[src/rtl/char_fifo_feeder_pkg.sv]
// Shared constants for the char FIFO feeder and its id_fsm consumer:
// character width, character type and the default fill character.
package char_fifo_feeder_pkg;

  localparam int CHAR_W = 8;

  typedef logic [CHAR_W-1:0] char_t;

  // Character presented downstream on any cycle where nothing is popped
  localparam char_t FILL_CHAR_DEFAULT = 8'h00;

endpackage : char_fifo_feeder_pkg

[src/rtl/char_fifo_mem.sv]
// Character storage for the feeder FIFO: DEPTH x CHAR_W, one synchronous
// write port and one asynchronous read port. Contents are never cleared;
// validity is tracked entirely by the pointers in the parent.
module char_fifo_mem
  import char_fifo_feeder_pkg::*;
#(
  parameter int DEPTH = 8,
  parameter int AW    = $clog2(DEPTH)
) (
  input  logic              clk,
  input  logic              wrEn_i,
  input  logic [AW-1:0]     wrAddr_i,
  input  logic [CHAR_W-1:0] wrData_i,
  input  logic [AW-1:0]     rdAddr_i,
  output logic [CHAR_W-1:0] rdData_o
);

  char_t memArray [DEPTH];

  // Store the producer's char at the write address when a push is accepted
  always_ff @(posedge clk) begin
    if (wrEn_i) begin
      memArray[wrAddr_i] <= wrData_i;
    end
  end

  // The head entry is always visible so the parent can register it on a pop
  assign rdData_o = memArray[rdAddr_i];

endmodule : char_fifo_mem

[src/rtl/char_fifo_feeder.sv]
// Character FIFO that feeds the id_fsm one registered char per cycle.
// The producer pushes through a valid/ready handshake; the consumer's adv
// strobe permits one pop per cycle. Cycles without a pop present FILL_CHAR
// with char_valid low. Pointers carry an extra MSB so that their difference
// distinguishes full from empty.
module char_fifo_feeder
  import char_fifo_feeder_pkg::*;
#(
  parameter int                DEPTH     = 8,
  parameter logic [CHAR_W-1:0] FILL_CHAR = FILL_CHAR_DEFAULT
) (
  input  logic                     clk,
  input  logic                     rst_n,
  input  logic [CHAR_W-1:0]        in_char,
  input  logic                     in_valid,
  output logic                     in_ready,
  input  logic                     adv,
  input  logic                     flush,
  output logic [CHAR_W-1:0]        char,
  output logic                     char_valid,
  output logic [$clog2(DEPTH):0]   level,
  output logic                     overflow
);

  localparam int          AW         = $clog2(DEPTH);
  localparam logic [AW:0] FULL_LEVEL = (AW+1)'(DEPTH);
  localparam logic [AW:0] PTR_ONE    = (AW+1)'(1);

  logic [AW:0]       wrPtr_q, wrPtr_d;
  logic [AW:0]       rdPtr_q, rdPtr_d;
  logic [CHAR_W-1:0] char_q, char_d;
  logic              charValid_q, charValid_d;
  logic              overflow_q, overflow_d;

  logic [AW:0]       occupancy;
  logic              isFull;
  logic              isEmpty;
  logic              doPush;
  logic              doPop;
  logic [CHAR_W-1:0] headChar;

  // Occupancy and handshake terms come only from registered pointers, so a
  // pop in the same cycle can never open in_ready on a full FIFO
  assign occupancy = wrPtr_q - rdPtr_q;
  assign isFull    = (occupancy == FULL_LEVEL);
  assign isEmpty   = (occupancy == '0);
  assign doPush    = in_valid && !isFull && !flush;
  assign doPop     = adv && !isEmpty && !flush;

  char_fifo_mem #(
    .DEPTH (DEPTH),
    .AW    (AW)
  ) u_mem (
    .clk      (clk),
    .wrEn_i   (doPush),
    .wrAddr_i (wrPtr_q[AW-1:0]),
    .wrData_i (in_char),
    .rdAddr_i (rdPtr_q[AW-1:0]),
    .rdData_o (headChar)
  );

  // Next-state: flush wins over everything, otherwise push/pop independently
  always_comb begin
    wrPtr_d     = wrPtr_q;
    rdPtr_d     = rdPtr_q;
    char_d      = FILL_CHAR;
    charValid_d = 1'b0;
    overflow_d  = overflow_q;
    if (flush) begin
      wrPtr_d    = '0;
      rdPtr_d    = '0;
      overflow_d = 1'b0;
    end else begin
      if (doPush) begin
        wrPtr_d = wrPtr_q + PTR_ONE;
      end
      if (doPop) begin
        rdPtr_d     = rdPtr_q + PTR_ONE;
        char_d      = headChar;
        charValid_d = 1'b1;
      end
      if (in_valid && isFull) begin
        overflow_d = 1'b1;
      end
    end
  end

  // State registers, cleared asynchronously so outputs react without a clock
  always_ff @(posedge clk or negedge rst_n) begin
    if (!rst_n) begin
      wrPtr_q     <= '0;
      rdPtr_q     <= '0;
      char_q      <= FILL_CHAR;
      charValid_q <= 1'b0;
      overflow_q  <= 1'b0;
    end else begin
      wrPtr_q     <= wrPtr_d;
      rdPtr_q     <= rdPtr_d;
      char_q      <= char_d;
      charValid_q <= charValid_d;
      overflow_q  <= overflow_d;
    end
  end

  assign in_ready   = !isFull;
  assign char       = char_q;
  assign char_valid = charValid_q;
  assign level      = occupancy;
  assign overflow   = overflow_q;

endmodule : char_fifo_feeder

[config.mk]
export PLATFORM = sky130hd
export DESIGN_NAME = char_fifo_feeder
export DESIGN_NICKNAME = d
export VERILOG_FILES = /design/src/rtl/char_fifo_feeder_pkg.sv /design/src/rtl/char_fifo_mem.sv /design/src/rtl/char_fifo_feeder.sv
export SDC_FILE = /design/constraint.sdc
export NUM_CORES = 1
export LEC_CHECK = 0
export CAP_MARGIN = 20
export CORE_ASPECT_RATIO = 1.75
export CORE_UTILIZATION = 40
export DETAILED_ROUTE_END_ITERATION = 8
export GPL_TIMING_DRIVEN = 0
export PLACE_DENSITY = 0.7
export RECOVER_POWER = 50
export SLEW_MARGIN = 10
export SYNTH_ARGS = -nofsm -noshare
export SYNTH_HDL_FRONTEND = slang
export SYNTH_SLANG_ARGS = --single-unit
[constraint.sdc]
create_clock -name clk -period 4.05 [get_ports clk]
set_clock_uncertainty 0.1 [all_clocks]
set_input_delay 1.215 -clock clk [delete_from_list [all_inputs] [get_ports clk]]
set_output_delay 1.215 -clock clk [all_outputs]
set_load 0.02 [all_outputs]
* Yosys cells after proc, flatten, opt, wreduce, memory -nomap -nowiden *
Memory sizes are Yosys's and may differ from the RTL's.
Cells that the tools add are included.

storage, ports and cells
  word-level logic and storage cells = 34
  input port bits = 13
  flip-flop bits (word level) = 18
  bits in writable memories = 64
  memories kept = 1
  output and inout port bits = 15
  latch bits = 0
  bits in read-only memories = 0

memory list
  memory          words  width  rd ports  clocked after Yosys merged registers in  write ports  line                 RTL
  u_mem.memArray  8      8      1         0                                        1            char_fifo_mem.sv:18  char_t memArray [DEPTH];

operators by class
  add/sub/neg operators = 3
  divide/modulo/power cells = 0
  mux-type cells = 12
  reductions and logical operators = 12
  eq/ne operators = 1
  shifts and indexed selects = 0
  $mul = 0
  order comparisons = 0
  bitwise gates (word level) = 0

operators with widths
  cell                                         count
  two-way mux 4 bit                            4
  two-way mux 8 bit                            2
  adder 4 x 1 -> 4 bit, second input constant  2
  two-way mux 1 bit                            6
  nonzero test 2 bit                           3
  logical AND 1 bit                            5
  equality test 4 bit, second input constant   1
  zero test 4 bit                              1
  subtractor 4 bit                             1
  zero test 1 bit                              3

* Depth between registers and ports, before layout *
  word-level depth = 7
  gate-level depth with buffers = 10
  depth with buffers taken out = 9

* By module *
From an unflattened synthesis, not the netlist that was laid out.

second synthesis, totals
  cell total of the unflattened synthesis = 199
  area, all modules = 3497.1 um^2

modules (own cells, without submodules)
  module            sequential area each (um^2)  area an instance (um^2)  times used  cells each
  char_fifo_mem     1921.8                       2531.2                   1           106
  char_fifo_feeder  450.4                        965.9                    1           93

* Worst setup path after synthesis *
OpenSTA, ideal clock, no wires.

  path type = reg-to-reg
  start point = reg rdPtr_q[1]
  end point = mem u_mem.memArray[0][0] (netlist name), enable pin
  cell stages (with the launch flop) = 10
  arrival = 3.434 ns
  required time = 3.555 ns
  slack = 0.121 ns
  buffers on the path = 2
  library setup time = 0.395 ns
  clock period less this slack = 3.929 ns
  path through = dfrtp_1 > buf_2 > buf_1 > inv_1 > fa_1 > xor2_1 > nor2_1 > o21ai_2 > nand2_2 > nor4_1

between the ends
  cells in the longest elaborated chain, start to end = 7

RTL lines
  item                                     line                    RTL
  start: declaration                       char_fifo_feeder.sv:30  logic [AW:0] rdPtr_q, rdPtr_d;
  start signal: assignment                 char_fifo_feeder.sv:98  rdPtr_q <= rdPtr_d;
  subtractor 4 bit                         char_fifo_feeder.sv:44  assign occupancy = wrPtr_q - rdPtr_q;
  named net level[2]                       char_fifo_feeder.sv:21  output logic [$clog2(DEPTH):0] level,
  equality test 4 bit                      char_fifo_feeder.sv:45  assign isFull = (occupancy == FULL_LEVEL);
  zero test 1 bit                          -
  named net in_ready                       char_fifo_feeder.sv:16  output logic in_ready,
  logical AND 1 bit (2 in a row)           char_fifo_feeder.sv:47  assign doPush = in_valid && !isFull && !flush;
  two-way mux 1 bit                        char_fifo_mem.sv:22     if (wrEn_i) begin
  two-way mux 1 bit (implied by the code)  char_fifo_mem.sv:23     memArray[wrAddr_i] <= wrData_i;
  end: declaration                         char_fifo_mem.sv:18

The timed path passes the listed nets, and every way through them passes these cells.

* Final worst setup path *
  start point = reg rdPtr_q[2]
  end point = out level[3]

between the ends
  cells in the longest elaborated chain, start to end = 1

RTL lines
  item              line
  subtractor 4 bit  char_fifo_feeder.sv:44
  end: declaration  char_fifo_feeder.sv:21

Every way passes these cells.

==> impl_results.md <==
- Worst vdd ir: 0.000234 V
- Synth-to-layout area growth: 21.7%
- Slew headroom: 37.4%
- Switching pwr: 0.000799 W
- Clock Latency Late Sink: 0.33 ns
- Via-to-Cell Ratio: 5.34
- Largest family of logic cells by synthesized area: multiplexers
- Setup violators final: 0
- CTS root buf: clkbuf_16
- Worst reg2reg setup slack: 0.92 ns
- Synth top area cells: edfxtp_1, dfrtp_1, mux4_2, a21oi_2, nand2_1
- Synth area leader: edfxtp_1
- Reg2reg path depth: 10
- I/O pins: 28
- Clock power share: 30.1%
- Mapped cell area: 3400 um^2
- Post-Synth Adder-Cell Area: 2.43%
- TritonRoute pass-1 iters: 4
- WHS: 0.402 ns
- Final Core Density: 50.1%
- Layout cells sized above 1: 26.7%
- Core Area: 8260 um^2
- Total Power Consumption: 0.00264 W
- CTS Buffer Depth: 2
- Vias: 1789
- Comb pwr share: 31.2%
- Vias in the first global route: 1821
- Total die area: 8880 um^2
- First-pass GRT wire length: 9800 um
- Synth unique cells: 40
- Initial Util: 41.1%
- Initial antenna violation count: 0
- Post-synth EDFFs: 64
- PD cells: 638 nW/um^2
- Seq/Total Area, Yosys: 69.8%
- Drc violations: 0
- Unrepaired setup endpoints after global routing: false
- Post-Synth XOR/XNOR Area: 1.29%
- Largest net degree at the start of global routing: 20
- FP Rows: 44
- Synth top area share: 56.6%
- Hold Fails Final Rpt: 0
- FMAX: 0.258 GHz
- Setup crit start kind: flop
- Cells after synthesis: 199
- Critical Path RT: 2.73 ns
- CP endpoint kind: output port
- Clock buffer count from CTS: 9
- DIE WIDTH: 71.7 um
- Max_cap viols: 0
- Synth Flop Type: edfxtp_1
- Mux cell area share after synthesis: 11.8%
- Setup crit start: rdPtr_q[2]
- Worst-path clk slew: 0.06 ns
- Tot GR Track Use: 15.9%
- Most frequent cell after synthesis: edfxtp_1
- Sequential Power Share: 38.7%
- Crit-path slowest cell: clkdlybuf4s50_1
- HPWL after detailed placement: 4220 um
- Final instance area: 4130 um^2
- GPL Wtd Cong: 0.768
- Reg-to-reg startpoint: wrPtr_q[0]
- Register bit count reported by yosys: 82
- Period utilisation layout: 95.8%
- DP Area: 3840 um^2
- Die Height: 124 um
- Reg-to-Reg End: u_mem.memArray[0][5]
- Number of I/O port buffers: 27
- Least-Margin Pin Slew: 0.935 ns
- P_int: 0.00184 W
- Yosys warnings: 0
- Clock sink count: 82
- Sw Share: 30.3%
- P_leak: 1.43 nW
- Final min period: 3.88 ns
- Final-stage net count: 257
- Crit Path Max Fanout: 9
- Crit path kind: flop to output port
- DRT iter0 DRCs: 148
- Post-Synth Simple-Gate Area: 7.73%
- Final setup TNS: 0 ns
- CTS tree: yes
- Average routed wire per standard cell: 18.6 um
- Post-synthesis net count: 218
- Arrival time worst endpoint: 2.56 ns
- CTS HTree Levels: 3
- Worst path max stage delay: 0.54 ns
- Worst min path class: flop to flop
- Max-slew violation count: 0
- Antenna-violating nets left: 0
- Synth Area in Compound Gates: 4.83%
- Crit path to: level[3]
- Async set-reset flop share out of synthesis: 22.0%
- Total gr overflow: 0
- Status: completed
- Synth cell count leaders: edfxtp_1, nand2_1, dfrtp_1
- Crit-path cells: clkinv_2 -> ha_1 -> a21oi_1 -> a21oi_2 -> or2_2 -> clkdlybuf4s50_1
- Routed wire length: 6220 um
- Synthesized area per cell: 17.1 um^2
- ANT cells: 0
power by group through the flow:
stage | logic [W] | clock network, W | registers, W
6_report | 0.000822 | 0.000794 | 0.00102
5_1_grt | 0.000897 | 0.000832 | 0.00103
4_1_cts | 0.000860 | 0.000804 | 0.00102
3_5_place_dp | 0.000840 | 0 | 0.00104
3_3_place_gp | 0.000814 | 0 | 0.00103
2_1_floorplan | 0.000537 | 0 | 0.00106
worst max-delay path: cells and delay by family (launching register included):
family,cells,cell delay (ns)
AOI/OAI and AO/OA,2,0.39
adders and majority gates,1,0.41
buffers and inverters,2,0.73
DFF,1,0.38
and+or+nand+nor,1,0.32
sequential cells by signal, indices dropped and copies added, names as in the netlist:
| register | cells |
|---|---|
| wrPtr_q | 4 |
| char_valid | 1 |
| char | 8 |
| rdPtr_q | 4 |
| overflow | 1 |
| u_mem.memArray | 64 |
per-layer routing:
metal	share of wire (%)	GRT usage (%)	wire [um]	up-vias
li1	-	-	-	837
met1	38	17.1	2390	891
met2	55	27.7	3410	48
met3	3.5	3.80	218	13
met4	3.4	10.3	211	0
met5	0	0	0	-
per-stage QoR:
stage,setup WS [ns],cells
after global placement,-0.766,318
final,0.172,335
after CTS,0.115,335
after global routing,0.0669,335
after detailed placement,-0.584,320
after floorplan,0.121,199
cell families (layout without fill, tap and decap cells):
logic type,after synthesis,count (layout)
simple gates,52,52
flops,82,82
compound gates,19,19
mux,20,20
buf+inv,15,59
fa+ha+maj,6,6
xor+xnor,5,5
layout by cell type, fill, tap and decap left out, drive strengths merged, types with 5 or more instances in the layout:
cell	n
a21oi	11
buf	6
clkbuf	12
clkdlybuf4s50	16
clkinv	5
dfrtp	18
dlygate4sd3	10
edfxtp	64
ha	5
inv	8
mux4	16
nand2	20
nand2b	5
nor2	6
nor3	6
how the worst min path moves through the flow:
stage,slack (ns),startpoint,depth (start not counted),endpoint
after global placement,0.38,overflow,2,overflow
after CTS,0.40,overflow,2,overflow
after detailed placement,0.39,overflow,2,overflow
after floorplan,0.43,rdPtr_q[2],2,rdPtr_q[2]
final,0.40,overflow,2,overflow
after global routing,0.45,overflow,2,overflow
timing repair:
| action | in CTS | in global routing |
|---|---|---|
| setup buffers | 0 | 0 |
| hold buffers | 0 | 0 |
| setup endpoints to repair | 4 | 0 |
| resized for setup | 8 | 0 |
layout make-up:
cell class	count	area [um^2]
fillers	694	4120
flip-flops and latches	82	2370
multi-input cells	102	993
repair buffers	29	284
clock buffers	10	229
well taps	92	115
clock inverters	6	65.1
plain buffers	6	42.5
inverters	8	31.3
(Power assumes the default switching activity.)
